## config.mk

```make
export PLATFORM = sky130hd
export DESIGN_NAME = pipelined_mask_shifter
export DESIGN_NICKNAME = d
export VERILOG_FILES = /design/src/rtl/pipelined_mask_shifter.sv
export SDC_FILE = /design/constraint.sdc
export NUM_CORES = 1
export LEC_CHECK = 0
export ABC_AREA = 1
export BUFFER_PORTS_ARGS = -buffer_cell sky130_fd_sc_hd__clkbuf_2
export CAP_MARGIN = 20
export CORE_AREA = 4 4 140 142
export DETAILED_ROUTE_END_ITERATION = 12
export DIE_AREA = 0 0 144 146
export PLACE_DENSITY_LB_ADDON = 0.1
export SYNTH_ARGS = -nofsm -noshare
export SYNTH_HDL_FRONTEND = slang
export SYNTH_SLANG_ARGS = --single-unit
```

## constraint.sdc

```tcl
create_clock -name clk -period 4.1 [get_ports clk]
set_clock_uncertainty 0.2 [all_clocks]
set_input_delay 0.205 -clock clk [delete_from_list [all_inputs] [get_ports clk]]
set_output_delay 0.205 -clock clk [all_outputs]
set_load 0.02 [all_outputs]
```

## src/rtl/pipelined_mask_shifter.sv

```systemverilog
// pipelined_mask_shifter: two-stage barrel shifter built around a thermometer keep-mask.
// Supported ops: logical left, logical right, arithmetic right and rotate right of a
// WIDTH-bit word.
//   Stage 1 rotates the operand and decodes the keep-mask, the fill word and the carry.
//   Stage 2 merges the rotated word with the fill and registers the results.
// Ports:
//   clk, rst_n                 clock; asynchronous active-low reset
//   in_valid/in_ready          operand handshake; in_ready depends combinationally on out_ready
//   in_data, in_amt, in_op     operand, shift amount 0..WIDTH-1, op (00 SLL, 01 SRL, 10 SRA, 11 ROR)
//   out_valid/out_ready        result handshake
//   out_data, out_mask         shifted word; keep-mask used to build it
//   out_carry, out_zero        last bit shifted out; result-is-zero flag
module pipelined_mask_shifter #(
   parameter  int unsigned WIDTH = 32,
   localparam int unsigned SHW   = $clog2(WIDTH)
) (
   input  logic             clk,
   input  logic             rst_n,
   input  logic             in_valid,
   output logic             in_ready,
   input  logic [WIDTH-1:0] in_data,
   input  logic [SHW-1:0]   in_amt,
   input  logic [1:0]       in_op,
   output logic             out_valid,
   input  logic             out_ready,
   output logic [WIDTH-1:0] out_data,
   output logic [WIDTH-1:0] out_mask,
   output logic             out_carry,
   output logic             out_zero
);

   localparam logic [1:0] OP_SLL = 2'b00;
   localparam logic [1:0] OP_SRL = 2'b01;
   localparam logic [1:0] OP_SRA = 2'b10;

   logic               s1_valid;
   logic               s2_valid;
   logic               s1_load;
   logic               s2_load;
   logic [WIDTH-1:0]   s1_rot;
   logic [WIDTH-1:0]   s1_mask;
   logic [WIDTH-1:0]   s1_fill;
   logic               s1_carry;

   logic [2*WIDTH-1:0] dbl_l_c;
   logic [2*WIDTH-1:0] dbl_r_c;
   logic [SHW-1:0]     up_idx_c;
   logic [SHW-1:0]     dn_idx_c;
   logic [WIDTH-1:0]   rot_c;
   logic [WIDTH-1:0]   mask_c;
   logic [WIDTH-1:0]   fill_c;
   logic               carry_c;
   logic [WIDTH-1:0]   merged_c;

   // Flow control: each stage may load when it is empty or its successor drains.
   assign s2_load   = !s2_valid || out_ready;
   assign s1_load   = !s1_valid || s2_load;
   assign in_ready  = s1_load;
   assign out_valid = s2_valid;

   // Stage 1 decode: rotate, thermometer mask, sign fill, shifted-out bit.
   always_comb begin
      // Rotation is a shift of the doubled word. The left-rotate result sits in the upper half.
      dbl_l_c  = {in_data, in_data} << in_amt;
      dbl_r_c  = {in_data, in_data} >> in_amt;
      // WIDTH is a power of two, so these wrap to WIDTH-amt and amt-1.
      up_idx_c = SHW'(0) - in_amt;
      dn_idx_c = in_amt - SHW'(1);
      rot_c    = dbl_r_c[WIDTH-1:0];
      mask_c   = {WIDTH{1'b1}};
      fill_c   = '0;
      carry_c  = 1'b0;
      case (in_op)
         OP_SLL: begin
            rot_c  = dbl_l_c[2*WIDTH-1:WIDTH];
            mask_c = {WIDTH{1'b1}} << in_amt;
            if (in_amt != '0) carry_c = in_data[up_idx_c];
         end
         OP_SRL: begin
            mask_c = {WIDTH{1'b1}} >> in_amt;
            if (in_amt != '0) carry_c = in_data[dn_idx_c];
         end
         OP_SRA: begin
            mask_c = {WIDTH{1'b1}} >> in_amt;
            fill_c = {WIDTH{in_data[WIDTH-1]}};
            if (in_amt != '0) carry_c = in_data[dn_idx_c];
         end
         default: begin
            if (in_amt != '0) carry_c = in_data[dn_idx_c];
         end
      endcase
   end

   // Stage 2 merge: kept bits come from the rotated word, the rest from the fill.
   always_comb begin
      merged_c = (s1_rot & s1_mask) | (s1_fill & ~s1_mask);
   end

   // Stage 1 registers.
   always_ff @(posedge clk or negedge rst_n) begin
      if (!rst_n) begin
         s1_valid <= 1'b0;
         s1_rot   <= '0;
         s1_mask  <= '0;
         s1_fill  <= '0;
         s1_carry <= 1'b0;
      end else if (s1_load) begin
         s1_valid <= in_valid;
         if (in_valid) begin
            s1_rot   <= rot_c;
            s1_mask  <= mask_c;
            s1_fill  <= fill_c;
            s1_carry <= carry_c;
         end
      end
   end

   // Stage 2 / output registers.
   always_ff @(posedge clk or negedge rst_n) begin
      if (!rst_n) begin
         s2_valid  <= 1'b0;
         out_data  <= '0;
         out_mask  <= '0;
         out_carry <= 1'b0;
         out_zero  <= 1'b0;
      end else if (s2_load) begin
         s2_valid  <= s1_valid;
         out_data  <= merged_c;
         out_mask  <= s1_mask;
         out_carry <= s1_carry;
         out_zero  <= (merged_c == '0);
      end
   end

endmodule

```

## After elaboration in Yosys (flattened, before gate mapping)

Cells that the tools add are included.

- $lt $le $gt $ge: 2
- Bitwise logic cells: 4
- Shift operators: 4
- $add $sub $neg: 2
- Reduce and logical (&&, ||, !) cells: 9
- Mux-type cells: 10
- Equal/unequal tests: 2

Operators with widths:

| operator | count |
|---|---|
| $and 32x32->32 | 2 |
| $mux 32 | 2 |
| $pmux 32 s2 | 1 |
| $shl 64x5->64 | 1 |
| $shr 64x5->32 | 1 |
| $logic_not 32->1 | 1 |
| $not 32->32 | 1 |
| $or 32x32->32 | 1 |
| $shl 32x5->32 const A | 1 |
| $shr 32x5->32 const A | 1 |
| $lt 5x6->1 const B | 2 |
| $bmux 1 s5 | 2 |
| $mux 1 | 5 |
| $reduce_bool 5->1 | 1 |
| $sub 1x5->5 const A | 1 |
| $sub 5x1->5 const B | 1 |
| $eq 2x1->1 const B | 1 |
| $eq 2x2->1 const B | 1 |
| $logic_not 1->1 | 2 |
| $logic_not 2->1 | 1 |
| $logic_or 1x1->1 | 2 |
| $reduce_and 2->1 | 1 |
| $reduce_or 2->1 | 1 |

- Logic and storage cells: 43
- Register bits: 165

## Longest topological paths before layout

- Depth after elaboration: 5
- Gate-level depth with buffers: 16
- Depth with buffers taken out: 13

## Worst setup path before layout

OpenSTA, ideal clock, no wires.

- Path type: input to register
- Start point: input port in_amt[1]
- End point: register s1_carry
- Required time: 3.783 ns
- Slack: 1.868 ns
- Library setup time: 0.117 ns
- Stages: 15
- Buffers on the path: 2
- Arrival time: 1.915 ns
- Cell sequence: inv_2 > clkbuf_1 > ha_1 > inv_1 > ha_1 > clkbuf_1 > inv_1 > nand3_1 > nand3_1 > nand2_1 > nand2_1 > nand2_1 > nand2_1 > nand3_1 > nand2_1

- Cells in the longest elaborated chain, start to end: 5
- Elaborated cells on any way between the ends: 10

Ends and longest elaborated chain:

| element | line | RTL |
|---|---|---|
| start: declaration | 22 | `input logic [SHW-1:0] in_amt,` |
| $sub 5x1->5 or $sub 1x5->5 (tied branches) | 68, 67 |  |
| $bmux 1 s5 (on tied branches) | n/a |  |
| $mux 1 (on tied branches) (2 in series) | n/a |  |
| $mux 1 * | n/a |  |
| end signal: assignment | 113 | `s1_carry <= carry_c;` |
| end: declaration | 43 | `logic s1_carry;` |

Every way passes the cells marked *; elsewhere a longest branch is shown, timed or not. The select of a mux whose other input is x is not followed.
A chain may end at the register's enable or synchronous reset.

## Worst setup path in the final report

- Start point: input port out_ready
- End point: register s1_rot[20]

- Cells in the longest elaborated chain, start to end: 3

Ends and longest elaborated chain:

| element | line | RTL |
|---|---|---|
| start: declaration | 25 | `input logic out_ready,` |
| $logic_or 1x1->1 | 56 | `assign s2_load = !s2_valid \|\| out_ready;` |
| $logic_or 1x1->1 | 57 | `assign s1_load = !s1_valid \|\| s2_load;` |
| $reduce_and 2->1 (no line) | n/a |  |
| end signal: assignment | 110 | `s1_rot <= rot_c;` |
| end: declaration | 40 | `logic [WIDTH-1:0] s1_rot;` |

Every way passes these cells.

==> impl_metrics.csv <==
group,metric,value,unit
status,status,"completed",
sta,setup_viol,0,
critical_path,reg2reg_to,"s1_rot[30]$_DFFE_PN0P_",
yosys,ys_warn_count,0,
critical_path,cp-endpoint,"s1_rot[20]$_DFFE_PN0P_",
drt,drtIter0Drc,1434,
drt,wire_per_inst,19.3,µm
critical_path,slowest_stage,"dlygate4sd3_1",
yosys,ys_ff_latch,134,
clock_tree,cts-root-buf,"clkbuf_16",
critical_path,critPathKind,"in -> reg",
layout,final_nets,1680,
sta,rsz0062_at_grt,"no",
clock_tree,cts_resized,0,
yosys,netlist_area,9930,µm²
yosys,synth_edf_count,0,
critical_path,critPathArrivalTime,2620,ps
yosys,async_flop_share,100,%
critical_path,cp_max_fo,39,
drt,avgViaCountPerCell,6.16,
critical_path,critPathLaunchType,"primary input",
hold_path,holdCritPathClass,"in -> reg",
sta,fmax,397,MHz
clock_tree,numCtsBuffers,17,
critical_path,worstSetupEndpointType,"register",
clock_tree,cts_setup_buffers,0,
drt,dr.pass1.iters,9,
critical_path,r2r-start,"out_valid$_DFFE_PN0P_",
yosys,netlist_top_cells_area,"dfrtp_1, nand3_1, nand2_1",
drt,routed_wl,36200,µm
die,fp.dieW,144,µm
drt,via_count,11500,
critical_path,path_cells,"dlygate4sd3_1, clkbuf_2, nor2_4, nand2_1, nand2_2, buf_4, inv_2, buf_4, buf_4, nor2_1, a21oi_1",
critical_path,r2r_cells,10,
layout,antennaDiodeCount,0,
yosys,yosys.area.top_type,"dfrtp_1",
drt,ant_nets,0,
hold_path,hold_path_depth,4,
critical_path,reg2reg_slack,1590,ps
yosys,synthCells,1583,
clock_tree,htreeDepth,4,
global_routing,antenna_found_initial,0,
yosys,yosysSeqAreaShare,33.8,%
global_routing,grt-ovfl-total,0,
clock_tree,clk_path_buf_depth,2,
critical_path,slowest_delay,530,ps
yosys,synth_nets,1635,
die,num_io_pins,111,
yosys,synth_top_area_share,33.8,%
critical_path,cpMostUsedCell,"buf_4",
power_and_ir_drop,max-vdd-ir-drop,272,µV
yosys,synth_cell_types,30,
sta,report.final.slew_viol_count,0,
global_routing,track_usage,33.7,%
die,die_h,146,µm
sta,final.setup.tns,0,ps
sta,relSlewSlack,32.1,%
yosys,ys.flop_type,"dfrtp_1",
sta,timing.final.crit_share,61.5,%
clock_tree,insertion_delay,410,ps
critical_path,critPathRequiredTime,4200,ps
clock_tree,cts_tree,"yes",
placed_design,io_buffers,110,
yosys,synth_most_common_cell,"nand3_1",
layout,design_area,11200,µm²
clock_tree,cts_hold_buffers,3,
die,die_area,21000,µm²
drt,route.detailed.drc,0,
layout,area_delta_synth_final,12.4,%
global_routing,grt_max_degree,108,
clock_tree,clkTransAtPathRegs,60,ps
layout,final_core_util,60.5,%
power_and_ir_drop,leakage,5.64,nW
placed_design,place_area,10400,µm²
placed_design,gp_congestion,1.01,
yosys,avgSynthCellArea,6.27,µm²
run,max_cap_viol_count,0,
global_routing,grt_pass1_wl,56400,µm
placed_design,dp.final_hpwl,26000,µm
sta,period_needed,2520,ps
layout,layout-drive-gt1-share,11.0,%
yosys,synth_commonest_cells,"nand3_1, nand2_1, nor2_1",
global_routing,first_global_vias,10200,
sta,hold_viol,0,
die,rows,50,
die,core_area,18500,µm²
die,initial_core_util,53.8,%
clock_tree,cts.sinks,134,
critical_path,crit_start,"out_ready",
power_and_ir_drop,power_density,468,nW/µm²
sta,worst_pin_slew,1010,ps
-- worst min path at each step --
stage / endpoint / slack [ps] / start
2_1_floorplan: out_carry$_DFFE_PN0P_ / -290 / rst_n
3_3_place_gp: out_data[11]$_DFFE_PN0P_ / 200 / rst_n
3_5_place_dp: out_data[11]$_DFFE_PN0P_ / 200 / rst_n
4_1_cts: s1_fill[30]$_DFFE_PN0P_ / 40 / in_op[1]
5_1_grt: s1_fill[30]$_DFFE_PN0P_ / 90 / in_op[1]
6_report: s1_fill[30]$_DFFE_PN0P_ / 60 / in_op[1]
-- layout make-up --
| cell class | instances | area (µm²) |
|---|---|---|
| Clock buffer | 19 | 443 |
| Clock inverter | 13 | 243 |
| Fill cell | 1825 | 7290 |
| Inverter | 58 | 220 |
| Multi-Input combinational cell | 1287 | 5870 |
| Sequential cell | 134 | 3350 |
| Tap cell | 234 | 293 |
| Timing Repair Buffer | 130 | 739 |
-- worst max-delay path, delay by kind of cell --
kind            cells  cell delay [ps]
compound gates      1               50
buf+inv             6             1880
simple gates        4              450
-- cell usage in the layout (no fill, tap or decap), drive strengths merged, types with 3 or more instances in the layout --
| master | synthesis | layout |
|---|---|---|
| a22oi | 7 | 7 |
| nand4 | 3 | 3 |
| o22ai | 11 | 11 |
| inv | 56 | 59 |
| a21oi | 68 | 68 |
| bufinv | 0 | 6 |
| ha | 9 | 9 |
| clkbuf | 49 | 128 |
| nand3 | 501 | 501 |
| nor3 | 3 | 3 |
| dfrtp | 134 | 134 |
| nor2 | 152 | 152 |
| o21ai | 74 | 74 |
| dlygate4sd3 | 0 | 3 |
| buf | 55 | 18 |
| a32oi | 4 | 4 |
| nand2 | 447 | 447 |
| clkinv | 2 | 5 |
-- metrics by stage --
stage          worst slack, ps  total power [mW]  hold slack [ps]  instances
2_1_floorplan             1870              2.87             -291       1583
3_3_place_gp              1420              3.43              199       1839
5_1_grt                   1380              5.51             85.1       1875
3_5_place_dp              1390              3.45              202       1839
6_report                  1580              5.23             64.0       1875
4_1_cts                   1620              5.22             42.5       1874
-- registers in the layout, indices dropped and copies added (netlist names) --
| signal | cells |
|---|---|
| out_data | 32 |
| out_mask | 32 |
| s1_mask | 32 |
| s1_rot | 32 |
| out_carry | 1 |
| out_valid | 1 |
| out_zero | 1 |
| s1_carry | 1 |
| s1_fill | 1 |
| s1_valid | 1 |
-- power by group --
group	total (mW)	internal, mW	switching, mW
sequential	1.82	1.61	0.216
combinational	1.65	0.495	1.15
clock	1.76	1.17	0.589
-- layer usage --
layer / vias to the layer above / wire (µm) / global-route usage (%)
li1: 5440 / - / -
met1: 5261 / 15200 / 48.6
met5: - / 0 / 0
met4: 0 / 1040 / 9.75
met3: 93 / 3820 / 6.01
met2: 750 / 16100 / 51.8
-- kinds of logic after synthesis --
kind of cell / count (synthesis) / synth area share, %
adder cells (fa/ha/maj): 9 / 1.13
XOR/XNOR: 1 / 0.0883
AO/OA/AOI/OAI: 166 / 8.87
buffers and inverters: 162 / 7.13
AND/OR/NAND/NOR: 1111 / 49.0
flip-flops: 134 / 33.8
Note: power is estimated with default switching activity, not from simulation.
